## src/rtl/paddle_emulator_pkg.sv

```systemverilog
// paddle_emulator_pkg: shared channel FSM encoding and defaults for paddle_emulator.
// PE_ACCEL_MULT is the fast-step multiplier used when PADDLE_ACCEL_EN is defined.
package paddle_emulator_pkg;
   typedef enum logic [1:0] {PE_IDLE, PE_ARMED, PE_FIRED} pe_state_t;
   localparam int PE_CENTER     = 128;
   localparam int PE_ACCEL_MULT = 4;
endpackage

```

## src/rtl/paddle_emu_channel.sv

```systemverilog
// paddle_emu_channel: one paddle axis with a position counter, a frame shadow and a fire FSM.
// PADDLE_ACCEL_EN adds a hold counter that switches to a fast step after ACCEL_FRAMES held frames.
module paddle_emu_channel
   import paddle_emulator_pkg::*;
#(
   parameter int STEP         = 1,
   parameter int MIN_POS      = 0,
   parameter int MAX_POS      = 239,
   parameter int CENTER       = PE_CENTER,
   parameter int ACCEL_FRAMES = 16
) (
   input  logic       clk,
   input  logic       reset,
   input  logic       fs,
   input  logic       up,
   input  logic       down,
   input  logic [8:0] hpos,
   input  logic [8:0] vpos,
   output logic       paddle,
   output logic [7:0] pos
);
   pe_state_t  state, state_nxt;
   logic [7:0] shadow, pos_nxt;
   logic [8:0] step;
   logic [9:0] sum, dif;

   if (ACCEL_FRAMES < 1 || ACCEL_FRAMES > 31) begin : g_bad_accel
      $error("ACCEL_FRAMES must fit the 5-bit hold counter");
   end

`ifdef PADDLE_ACCEL_EN
   logic [4:0] hold;
   assign step = (hold == 5'(ACCEL_FRAMES)) ? 9'(PE_ACCEL_MULT * STEP) : 9'(STEP);
   always_ff @(posedge clk or negedge reset)
      if (!reset) hold <= '0;
      else if (fs) hold <= !(up ^ down) ? 5'd0 : (hold == 5'(ACCEL_FRAMES)) ? hold : hold + 5'd1;
`else
   assign step = 9'(STEP);
`endif

   // Widened arithmetic so saturation is decided before any 8-bit truncation.
   assign sum = {2'b0, pos} + {1'b0, step};
   assign dif = {2'b0, pos} - {1'b0, step};
   assign pos_nxt = (up && !down) ? ((sum > 10'(MAX_POS)) ? 8'(MAX_POS) : sum[7:0])
                  : (down && !up) ? ((dif[9] || dif < 10'(MIN_POS)) ? 8'(MIN_POS) : dif[7:0])
                  : pos;

   always_ff @(posedge clk or negedge reset) begin
      if (!reset) begin
         pos    <= 8'(CENTER);
         shadow <= 8'(CENTER);
         state  <= PE_IDLE;
      end else begin
         if (fs) begin
            pos    <= pos_nxt;
            shadow <= pos_nxt;
         end
         state <= state_nxt;
      end
   end

   always_comb begin
      state_nxt = state;
      paddle    = (state == PE_FIRED);
      if (fs) state_nxt = PE_ARMED;
      else if (state == PE_ARMED && hpos == 9'd0 && vpos == {1'b0, shadow}) state_nxt = PE_FIRED;
   end
endmodule

```

## src/rtl/paddle_emulator.sv

```systemverilog
// paddle_emulator: emulates RC paddle comparator pulses from button-driven positions.
// Optional PADDLE_ACCEL_EN enables per-axis hold acceleration inside each channel.
module paddle_emulator
   import paddle_emulator_pkg::*;
#(
   parameter int STEP         = 1,
   parameter int MIN_POS      = 0,
   parameter int MAX_POS      = 239,
   parameter int CENTER       = PE_CENTER,
   parameter int ACCEL_FRAMES = 16
) (
   input  logic       clk,
   input  logic       reset,
   input  logic [8:0] hpos,
   input  logic [8:0] vpos,
   input  logic       vsync,
   input  logic       x_up,
   input  logic       x_down,
   input  logic       y_up,
   input  logic       y_down,
   output logic       hpaddle,
   output logic       vpaddle,
   output logic [7:0] pos_x,
   output logic [7:0] pos_y
);
   logic vsync_q, fs;

   always_ff @(posedge clk or negedge reset)
      if (!reset) vsync_q <= 1'b0;
      else vsync_q <= vsync;

   assign fs = vsync && !vsync_q;

   paddle_emu_channel #(.STEP(STEP), .MIN_POS(MIN_POS), .MAX_POS(MAX_POS), .CENTER(CENTER),
                        .ACCEL_FRAMES(ACCEL_FRAMES)) u_x (
      .clk(clk), .reset(reset), .fs(fs), .up(x_up), .down(x_down),
      .hpos(hpos), .vpos(vpos), .paddle(hpaddle), .pos(pos_x));

   paddle_emu_channel #(.STEP(STEP), .MIN_POS(MIN_POS), .MAX_POS(MAX_POS), .CENTER(CENTER),
                        .ACCEL_FRAMES(ACCEL_FRAMES)) u_y (
      .clk(clk), .reset(reset), .fs(fs), .up(y_up), .down(y_down),
      .hpos(hpos), .vpos(vpos), .paddle(vpaddle), .pos(pos_y));
endmodule
```

## config.mk

```make
export PLATFORM = sky130hd
export DESIGN_NAME = paddle_emulator
export DESIGN_NICKNAME = d
export VERILOG_FILES = /design/src/rtl/paddle_emulator_pkg.sv /design/src/rtl/paddle_emu_channel.sv /design/src/rtl/paddle_emulator.sv
export SDC_FILE = /design/constraint.sdc
export NUM_CORES = 1
export LEC_CHECK = 0
export ABC_AREA = 1
export BUFFER_PORTS_ARGS = -buffer_cell sky130_fd_sc_hd__buf_2
export CAP_MARGIN = 20
export CELL_PAD_IN_SITES_DETAIL_PLACEMENT = 0
export CELL_PAD_IN_SITES_GLOBAL_PLACEMENT = 1
export CORE_ASPECT_RATIO = 1.4
export CORE_MARGIN = 2
export CORE_UTILIZATION = 38
export DETAILED_ROUTE_END_ITERATION = 8
export PLACE_DENSITY_LB_ADDON = 0.08
export SYNTH_ARGS = -nofsm -noshare
export SYNTH_HDL_FRONTEND = slang
export SYNTH_SLANG_ARGS = --single-unit
```

## constraint.sdc

```tcl
create_clock -name clk -period 1.9 [get_ports clk]
set_input_delay 0.095 -clock clk [delete_from_list [all_inputs] [get_ports clk]]
set_output_delay 0.095 -clock clk [all_outputs]
set_load 0.01 [all_outputs]
```

==> Yosys cells after proc, flatten, opt, wreduce, memory -nomap -nowiden <==
Index checks and enable logic that the tools add are counted.
{ "word_totals": {"register_bits": 21, "latchBits": 0, "ram_bits": 0, "romBits": 0, "input_bits": 25, "out_inout_bits": 18, "memories": 0} }
{ "classes": {"add_sub_neg": 4, "mul": 0, "n_div": 0, "magnitude_cmp": 4, "eq_ne": 6, "n_shift": 0, "n_mux": 12, "bitwise": 0, "n_reduce_logical": 23} }
{ "op_table": {"columns": ["cell", "n"], "rows": [
  ["$mux 8", 8],
  ["$gt 10x8->1 const B", 2],
  ["$lt 10x1->1 const B", 2],
  ["$add 8x1->9 const B", 2],
  ["$eq 9x8->1", 2],
  ["$sub 8x1->9 const B", 2],
  ["$logic_and 1x1->1", 9],
  ["$logic_not 9->1", 1],
  ["$mux 2", 4],
  ["$reduce_bool 2->1", 4],
  ["$logic_not 1->1", 5],
  ["$eq 2x1->1 const B", 2],
  ["$eq 2x2->1 const B", 2],
  ["$reduce_and 2->1", 2],
  ["$logic_or 1x1->1", 2]
]} }

==> Depth between registers and ports, before layout <==
Gate-level depths: netlist of the first run.
{ "depth": {"depth_word": 6, "ltp_mapped": 13, "depth_no_buf": 13} }

==> Hierarchy <==
From an unflattened synthesis of the first run, not the netlist that was laid out.
{ "unflattened": {"hier_cells": 312, "area_unflattened_um2": 2088.3} }
{ "by_module_without_submodules": {"columns": ["mod", "n_inst", "cells_each", "area_per_inst_um2", "seq_area_each_um2"], "rows": [
  ["paddle_emu_channel (u_y)", 1, 156, 1061.0, 251.5],
  ["paddle_emu_channel (u_x)", 1, 153, 992.2, 251.5],
  ["paddle_emulator", 1, 3, 35.0, 25.0]
]} }

==> Least setup slack after synthesis of the first run <==
Ideal clock, no wire load.
{ "synth_path": {"kind": "reg2reg", "startpoint": "reg u_y.pos[0]", "endpoint": "reg u_y.pos[1]", "t_arrival_ns": 1.512, "path_slack_ns": 0.301, "path_stages_with_launch": 10, "path_buffers": 0, "period_less_slack_ns": 1.599, "path_cell_list": "dfrtp_1 -> inv_1 -> ha_1 -> nand2_1 -> nor2_1 -> nor2_2 -> inv_1 -> o21ai_0 -> nor2_1 -> a22oi_1"} }
{ "synth_via": {"elab_chain_cells": 6, "word_cells_on_any_way": 9, "cone_classes": "add/sub (2); order compare (2); mux (4); reduce/logical (1)"} }
{ "synth_rtl": {"columns": ["item", "line", "text"], "rows": [
  ["from (decl)", "paddle_emu_channel.sv:20", "output logic [7:0] pos"],
  ["from (signal assigned)", "paddle_emu_channel.sv:50", "pos <= 8'(CENTER);"],
  ["from (signal assigned)", "paddle_emu_channel.sv:55", "pos <= pos_nxt;"],
  ["$sub 8x1->9", "paddle_emu_channel.sv:43", "assign dif = {2'b0, pos} - {1'b0, step};"],
  ["$lt 10x1->1", "paddle_emu_channel.sv:45", ": (down && !up) ? ((dif[9] || dif < 10'(MIN_POS)) ? 8'(MIN_POS) : dif[7:0])"],
  ["$logic_or 1x1->1", "paddle_emu_channel.sv:45", null],
  ["$mux 8 (2 in series)", "paddle_emu_channel.sv:45", null],
  ["$mux 8 (*)", "paddle_emu_channel.sv:44", "assign pos_nxt = (up && !down) ? ((sum > 10'(MAX_POS)) ? 8'(MAX_POS) : sum[7:0])"]
]} }
Every way passes the cells marked *; elsewhere a longest branch is shown, timed or not. The select of a mux whose other input is x is not followed.
A chain may end at the register's enable or synchronous reset.

==> Worst setup path in the final report of the first run <==
{ "layout_path": {"startpoint": "reg u_y.pos[0]", "endpoint": "reg u_y.pos[6]"} }
Same word-level chain as after synthesis.

==> flow_summary.yaml, run 1 <==
status:
  status: "finished, final reports clean"
routing:
  via_count: 2136
  drt-total-wl_mm: 5.839
  viasPerCell: 5.147
  post-route-drc-count: 0
  firstDrtPassIters: 4
  wl_per_cell_um: 14.07
  drtAntennaViolNets: 0
  drt_iter0_drc: 150
worst_setup_path:
  timing.rr.start: "u_y.pos[0]"
  path_buf_inv: 2
  worstPathMaxFanout: 7
  cpMostUsedCell: "o21ai_0"
  crit_type: "flip-flop to flip-flop"
  crit_chain: "inv_2, ha_2, nand2_1, nor2_2, nor2_4, inv_1, nor3_1, o21ai_0, o21ai_0"
  crit_arrival_ns: 1.84
  slowest_delay_ns: 0.44
  crit_path_end_kind: "flip-flop"
  critPathLaunchType: "flip-flop"
  cp_top_family: "flip-flops"
  rr_worst_depth: 9
  required_ns: 2.04
  reg2reg_to: "u_y.pos[6]"
  r2r_slack_ns: 0.20
  cp_slowest_cell: "dfrtp_2"
pwr:
  p_leak_nw: 1.171
  ir_drop_mv: 0.5856
  power_mw: 2.908
  powerDensity_nw_per_um2: 1261
yosys:
  synth_top_area_share_pct: 24.72
  yosysSeqAreaShare_pct: 27.46
  synth_nets: 333
  syn_area_per_cell_um2: 6.368
  ys_ff_latch: 21
  synthTopCellsByArea: "dfrtp_1 (25%), nand2_1 (15%), nor2_1 (9.2%), inv_1 (7.0%), nand3_1 (5.7%)"
  synth_area_leader_cell: "dfrtp_1"
  netlist_instances: 302
  synth_cell_types: 29
  synth_area_um2: 1923
  ys_warn_count: 0
cts:
  cts.sinks: 21
  numCtsBuffers: 3
  cts_tree: "built"
  cts.path.max_buffers: 2
  cts_htree_levels: 1
  cts_root_buffer: "clkbuf_8"
  insertion_delay_ns: 0.26
  clk_pin_slew_ns: 0.08
sta:
  clock.fmax_mhz: 587.5
  fin_crit_sh_pct: 89.58
  rsz0062_at_grt: "false"
  max-slew-margin-rel_pct: 65.74
  hold_viol: 0
  worst_slew_pin_slew_ns: 0.5140
  drv_slew: 0
  period_minus_slack_ns: 1.702
  setup_viol: 0
  fin_skew_ns: 0.005473
  fin_ws_ns: 0.1979
  finalSetupTns_ns: 0
floorplan:
  initial_core_util_pct: 39.41
  die_x_um: 64.13
  core.rowCount: 30
  design.die.area_um2: 5654
  fp.dieH_um: 88.17
  core_area_um2: 4880
  ios: 43
place:
  hpwlAfterDp_mm: 4.719
  io_buffers: 42
  gp_congestion: 0.9066
  place_ws_ns: 0.06839
  placed_area_um2: 2228
hold_path:
  hold_depth: 6
  min_from: "vpos[8]"
  min-delay-path-class: "input pin to flip-flop"
  hold_end: "u_y.state[1]"
grt:
  grt-ovfl-total: 0
  grt_pass1_vias: 2075
  antenna_found_initial: 0
  grt_max_degree: 22
  grt_usage_pct: 22.20
  grt_first_pass_wirelength_mm: 9.756
layout:
  drive_gt1_share_pct: 22.79
  antenna_cells: 0
  layout_common_cells: "nand2_1 (76), nor2_1 (46), buf_2 (42), inv_1 (35), nand3_1 (22)"
  design_area_um2: 2306
  fillers: 547
  fin_nets: 383
  syn2layout_area_growth_pct: 19.91
  final_common_cell: "nand2_1"
job:
  max_cap_violations: 0
==> power by group <==
group          switching (mW)  internal [mW]  leakage, nW  total [mW]
registers               0.306          0.606        0.231       0.912
clock network           0.146          0.149       0.0228       0.296
logic                    1.04          0.664        0.917        1.70
==> cells by family (layout without fill, tap and decap cells) <==
group,Yosys count,count (layout),share of synthesized area [%]
XOR/XNOR,10,10,4.555
flip-flops,21,21,27.46
adder cells (fa/ha/maj),6,6,3.904
buffers and inverters,47,96,10.15
AND/OR/NAND/NOR,166,166,36.76
AO/OA/AOI/OAI,52,52,17.18
==> sequential cells by signal (all words and copies together), names as in the netlist <==
register and cells:
u_y.pos 8, u_x.state 2, u_x.pos 8, u_y.state 2, vsync_q 1
==> cell usage after synthesis <==
cell type  number
a21boi_2        3
a21oi_1        12
a22oi_1         7
a22oi_2         3
buf_2           3
buf_4           4
dfrtp_1        19
dfstp_2         2
ha_1            6
inv_1          36
inv_2           4
nand2_1        76
nand2_2         3
nand2_4         1
nand3_1        22
nand3_2         1
nand3b_1        1
nand4_1         4
nor2_1         47
nor2_2          4
nor3_1          5
nor4_1          1
o2111ai_1       1
o21ai_0        19
o21ai_1         1
o22ai_1         6
or2_2           1
xnor2_1         2
xor2_1          8
==> how the worst max path moves through the flow <==
stage | start | end | slack [ns] | cells past startpoint
final | u_y.pos[0] | u_y.pos[6] | 0.20 | 9
after CTS | u_y.pos[0] | u_y.pos[1] | 0.05 | 9
after floorplan | u_y.pos[0] | u_y.pos[1] | 0.30 | 9
after detailed placement | u_y.pos[0] | u_y.pos[6] | 0.07 | 9
after global placement | u_y.pos[0] | u_y.pos[2] | 0.04 | 11
after global routing | u_x.pos[1] | u_x.pos[0] | 0.0006 | 13
==> timing repair <==
item,4_1_cts,5_1_grt
setup endpoints to repair,0,5
hold buffers,2,0
endpoints found under the hold margin,20,0
gates resized for setup,0,7
buffers inserted,0,0
==> stage by stage <==
stage          hold slack (ns)  utilization, %  instances
2_1_floorplan          -0.2006               -        302
3_3_place_gp            0.1002           45.67        409
3_5_place_dp           0.09138           45.67        409
4_1_cts                 0.2438           47.00        415
5_1_grt                 0.2663           47.26        415
6_report                0.2442           47.26        415
==> worst min-delay path: cells and delay by family <==
family	cells	cell delay [ns]
AND/OR/NAND/NOR	4	0.21
buffers and inverters	1	0.09
AO/OA/AOI/OAI	1	0.06
==> routing by layer <==
| layer | share of wire [%] | routed length, um | global-route usage, % | up-vias |
|---|---|---|---|---|
| met5 | 0 | 0 | 0 | - |
| met4 | 2.7 | 157 | 9.091 | 0 |
| met3 | 3.3 | 195 | 1.799 | 14 |
| met2 | 54 | 3160 | 42.52 | 53 |
| met1 | 40 | 2326 | 25.10 | 988 |
| li1 | - | - | - | 1081 |
==> layout make-up <==
type / count / area [um^2] / share of cell area [%]
clock buffer: 4 / 45.04 / 1.953
sequential: 21 / 530.5 / 23.01
inverter: 40 / 150.1 / 6.511
tap: 64 / 80.08 / 3.473
multi-input combinational: 234 / 1210 / 52.47
timing repair buffer: 52 / 290.3 / 12.59
Note: power is estimated with default switching activity, not from simulation.
==> inputs of run 2 (changes only) <==
- CELL_PAD_IN_SITES_DETAIL_PLACEMENT: 0 -> not set
- CELL_PAD_IN_SITES_GLOBAL_PLACEMENT: 1 -> not set
- CORE_MARGIN: 2 -> not set
- CORE_UTILIZATION: 38 -> 47
==> flow_summary.yaml, run 2 (same netlist as run 1, synthesis figures left out) <==
place:
  dp.cells: 387
  place_ws_ns: -0.01075
  io_buffers: 42
  gp_congestion: 0.9426
  hpwlAfterDp_mm: 4.463
  placed_area_um2: 2195
layout:
  final_common_cell: "nand2_1"
  fillers: 425
  multi_input_area_um2: 1217
  drive_gt1_share_pct: 22.86
  regArea_um2: 528.0
  final_cells: 393
  layout_common_cells: "nand2_1 (76), nor2_1 (45), buf_2 (42), inv_1 (34), nand3_1 (22)"
  design_area_um2: 2278
  fin_nets: 382
  antenna_cells: 0
  top_regs: "u_x.pos (8), u_y.pos (8)"
  fin_util_pct: 58.14
  syn2layout_area_growth_pct: 18.48
routing:
  post-route-drc-count: 0
  firstDrtPassIters: 4
  drtAntennaViolNets: 0
  drt-total-wl_mm: 5.684
  drt_iter0_drc: 87
  via_count: 2151
  wl_per_cell_um: 14.46
  viasPerCell: 5.473
sta:
  max-slew-margin-rel_pct: 64.88
  clock.fmax_mhz: 566.7
  fin_skew_ns: 0.006588
  drv_slew: 0
  fin_crit_sh_pct: 92.87
  hold_viol: 0
  worst_slew_pin_slew_ns: 0.5268
  period_minus_slack_ns: 1.765
  rsz0062_at_grt: "false"
  fin_ws_ns: 0.1355
  finalSetupTns_ns: 0
  setup_viol: 0
grt:
  antenna_found_initial: 0
  grt_pass1_vias: 2088
  grt_usage_pct: 27.33
  grt_max_degree: 22
  grt_first_pass_wirelength_mm: 9.315
  grt-ovfl-total: 0
pwr:
  powerDensity_nw_per_um2: 1295
  ir_drop_mv: 1.016
  p_leak_nw: 1.170
floorplan:
  fp.dieH_um: 77.69
  core_area_um2: 3919
  design.die.area_um2: 4355
  die_x_um: 56.06
  initial_core_util_pct: 49.07
  core.rowCount: 27
  ios: 43
cts:
  numCtsBuffers: 3
  cts_htree_levels: 1
  cts.path.max_buffers: 2
  clk_pin_slew_ns: 0.09
  cts_root_buffer: "clkbuf_8"
  cts_tree: "built"
  cts.sinks: 21
  insertion_delay_ns: 0.27
status:
  status: "finished, final reports clean"
worst_setup_path:
  crit_chain: "inv_2, ha_2, nand2_1, nor2_4, nor2_4, inv_1, nor3_1, o21ai_0, o21ai_1"
  reg2reg_to: "u_y.pos[6]"
  rr_worst_depth: 9
  crit_path_end_kind: "flip-flop"
  critPathLaunchType: "flip-flop"
  crit_type: "flip-flop to flip-flop"
  slowest_delay_ns: 0.45
  crit_arrival_ns: 1.90
  cpMostUsedCell: "nor2_4"
  required_ns: 2.04
  r2r_slack_ns: 0.14
  cp_slowest_cell: "dfrtp_1"
  worstPathMaxFanout: 7
  timing.rr.start: "u_y.pos[0]"
hold_path:
  min_from: "vpos[8]"
  hold_depth: 6
  hold_end: "u_y.state[1]"
  min-delay-path-class: "input pin to flip-flop"
job:
  max_cap_violations: 0
run 2: cell count changes in the layout (fill, tap and decap cells not counted), sizes merged:
cell,delta
buf,-1
clkbuf,-1
clkinv,+1
run 2: timing repair:
item | in CTS | in global routing
setup endpoints to repair | 1 | 6
endpoints found under the hold margin | 20 | 0
gates resized for setup | 1 | 7
hold buffers | 2 | 0
setup buffers | 0 | 0
gates cloned | 0 | 0
run 2: layout make-up:
class                   count  area share [%]
repair buffers             51           12.41
clock buffers               3           1.812
clock inverters             1          0.2197
well taps                  43           2.361
flip-flops and latches     21           23.17
multi-input cells         234           53.43
inverters                  40           6.590
run 2: layer usage:
layer	GRT usage, %	vias up	part of all wire, %
met5	0	-	0
met4	17.07	0	3.5
met2	49.64	67	54
met3	2.833	20	3.5
met1	29.71	984	39
li1	-	1080	-
run 2: worst max-delay path, delay by kind of cell, from the launching register on:
kind / cells / cell delay (ns)
flops: 1 / 0.45
fa+ha+maj: 1 / 0.22
buf+inv: 2 / 0.26
simple gates: 4 / 0.40
compound gates: 2 / 0.29
run 2: worst max-delay path by stage:
stage	from	to	slack [ns]	cells past startpoint
floorplan	u_y.pos[0]	u_y.pos[1]	0.30	9
global placement	u_y.pos[0]	u_y.pos[6]	0.007	9
detailed placement	u_y.pos[0]	u_y.pos[6]	-0.01	9
CTS	u_y.pos[0]	u_y.pos[6]	0.04	9
global route	u_y.pos[0]	u_y.pos[2]	0.03	12
finish	u_y.pos[0]	u_y.pos[6]	0.14	9
run 2: where the power goes:
group          leakage [nW]  switching (mW)  internal, mW
Sequential            0.233           0.293         0.602
Clock                0.0255           0.165         0.147
Combinational         0.912            1.06         0.679
Total                  1.17            1.52          1.43
run 2: stage by stage:
step	power, mW	hold slack [ns]
floorplan	2.056	-0.2006
global placement	2.597	0.09312
detailed placement	2.601	0.09695
CTS	2.927	0.2125
global route	3.217	0.2465
finish	2.950	0.2091
==> inputs of run 3 (changes only) <==
- clock period: 1.9 -> 1.49 ns (I/O delays scaled with it)
==> flow_summary.yaml, run 3 (same netlist as run 1, synthesis figures left out) <==
grt:
  grt_usage_pct: 29.50
  antenna_found_initial: 0
  grt-ovfl-total: 0
  grt_first_pass_wirelength_mm: 10.05
  grt_pass1_vias: 2315
  grt_max_degree: 22
place:
  io_buffers: 42
  gp_congestion: 0.8946
  hpwlAfterDp_mm: 4.922
  place_ws_ns: -0.1201
  placed_area_um2: 2585
sta:
  hold_viol: 0
  fin_skew_ns: 0.006328
  worst_slew_pin_slew_ns: 0.5432
  fin_ws_ns: -0.08751
  finalSetupTns_ns: -0.7605
  fin_crit_sh_pct: 105.9
  rsz0062_at_grt: "true"
  period_minus_slack_ns: 1.578
  timing.hold.ws_ns: 0.1914
  clock.fmax_mhz: 633.9
  setup_viol: 14
  drv_slew: 0
  max-slew-margin-rel_pct: 63.78
routing:
  drtAntennaViolNets: 0
  wl_per_cell_um: 14.22
  firstDrtPassIters: 4
  viasPerCell: 5.374
  drt_iter0_drc: 121
  drt-total-wl_mm: 6.384
  via_count: 2413
  post-route-drc-count: 0
cts:
  cts_htree_levels: 1
  cts.path.max_buffers: 2
  clk_pin_slew_ns: 0.09
  numCtsBuffers: 3
  cts_tree: "built"
  cts_root_buffer: "clkbuf_8"
  cts.sinks: 21
  insertion_delay_ns: 0.27
worst_setup_path:
  cpMostUsedCell: "nand2_1"
  slowest_delay_ns: 0.43
  critPathLaunchType: "flip-flop"
  cp_slowest_cell: "dfrtp_2"
  crit_type: "flip-flop to flip-flop"
  crit_start: "u_x.pos[1]"
  required_ns: 1.68
  crit_chain: "buf_6, nand2_4, nor2_4, nand2_1, nand2_1, nand2_1, nor2_1, nand2_1, nand2_2, nand2_4, a22oi_2"
  crit_arrival_ns: 1.76
  timing.rr.start: "u_x.pos[1]"
  worstPathMaxFanout: 7
  crit_path_end_kind: "flip-flop"
hold_path:
  min_from: "vpos[8]"
  min-delay-path-class: "input pin to flip-flop"
pwr:
  clockPowerShare_pct: 8.1
  p_leak_nw: 1.450
  internal_power_mw: 2.607
  p_sw_share_pct: 46.98
  ir_drop_mv: 1.349
  power_frac_comb_pct: 68.1
  seq_power_share_pct: 23.8
  power_switching_mw: 2.310
  powerDensity_nw_per_um2: 1712
status:
  status: "complete, but fails checks"
  violations: "negative setup slack"
layout:
  top_regs: "u_x.pos (8), u_y.pos (8)"
  fillers: 346
  final_common_cell: "nand2_1"
  syn2layout_area_growth_pct: 49.38
  design_area_um2: 2873
  layout_common_cells: "nand2_1 (69), buf_4 (59), buf_2 (42), nor2_1 (40), inv_1 (31)"
  drive_gt1_share_pct: 42.61
  fin_nets: 438
  antenna_cells: 0
floorplan:
  core.rowCount: 27
  fp.dieH_um: 77.69
  die_x_um: 56.06
  ios: 43
  design.die.area_um2: 4355
  core_area_um2: 3919
  initial_core_util_pct: 49.07
job:
  max_cap_violations: 0
run 3: per-layer routing:
layer | global-route usage (%) | up-vias | part of all wire (%)
met3 | 2.833 | 15 | 3.1
met5 | 0 | - | 0
met4 | 11.95 | 0 | 2.4
met2 | 58.45 | 63 | 57
met1 | 30.71 | 1142 | 37
li1 | - | 1193 | -
run 3: repair_timing:
item                                    4_1_cts  5_1_grt
endpoints found under the setup margin       15       20
gates resized for setup                      17       40
pin swaps                                     6       22
setup buffers                                 2        6
endpoints found under the hold margin        20        0
hold buffers                                  2        0
run 3: metrics by stage:
step,utilization [%],cells,power (mW)
finish,73.31,449,4.917
floorplan,-,302,2.676
global placement,65.96,436,3.966
CTS,69.16,444,4.515
global route,73.31,449,5.288
detailed placement,65.96,436,3.998
run 3: power groups by stage:
stage | sequential, mW | clock (mW) | combinational, mW
after global routing | 1.20 | 0.426 | 3.66
after floorplan | 1.10 | 0 | 1.57
final | 1.17 | 0.399 | 3.35
after detailed placement | 1.07 | 0 | 2.93
after global placement | 1.06 | 0 | 2.90
after CTS | 1.09 | 0.410 | 3.02
run 3: area by class of cell:
class,count,area [um^2],share of cell area [%]
inverters,40,150.1,5.226
well taps,43,53.80,1.873
clock inverters,1,5.005,0.1742
multi-input cells,234,1363,47.43
clock buffers,3,41.29,1.437
flip-flops and latches,21,541.8,18.86
repair buffers,107,718.2,25.00
run 3: worst paths after layout:
check,endpoint,slack [ns],depth (start not counted)
max,u_x.pos[3],-0.09,11
min,u_y.state[1],0.19,6
max reg2reg,u_x.pos[3],-0.09,11
min reg2reg,u_y.state[0],0.51,2
max in group asynchronous,u_y.pos[2],0.76,2
min in group asynchronous,u_y.pos[6],0.33,2
run 3: worst max-delay path, delay by kind of cell (launching register included):
family / cells / cell delay (ns)
compound gates: 1 / 0.14
flops: 1 / 0.43
simple gates: 9 / 0.79
buf+inv: 1 / 0.13
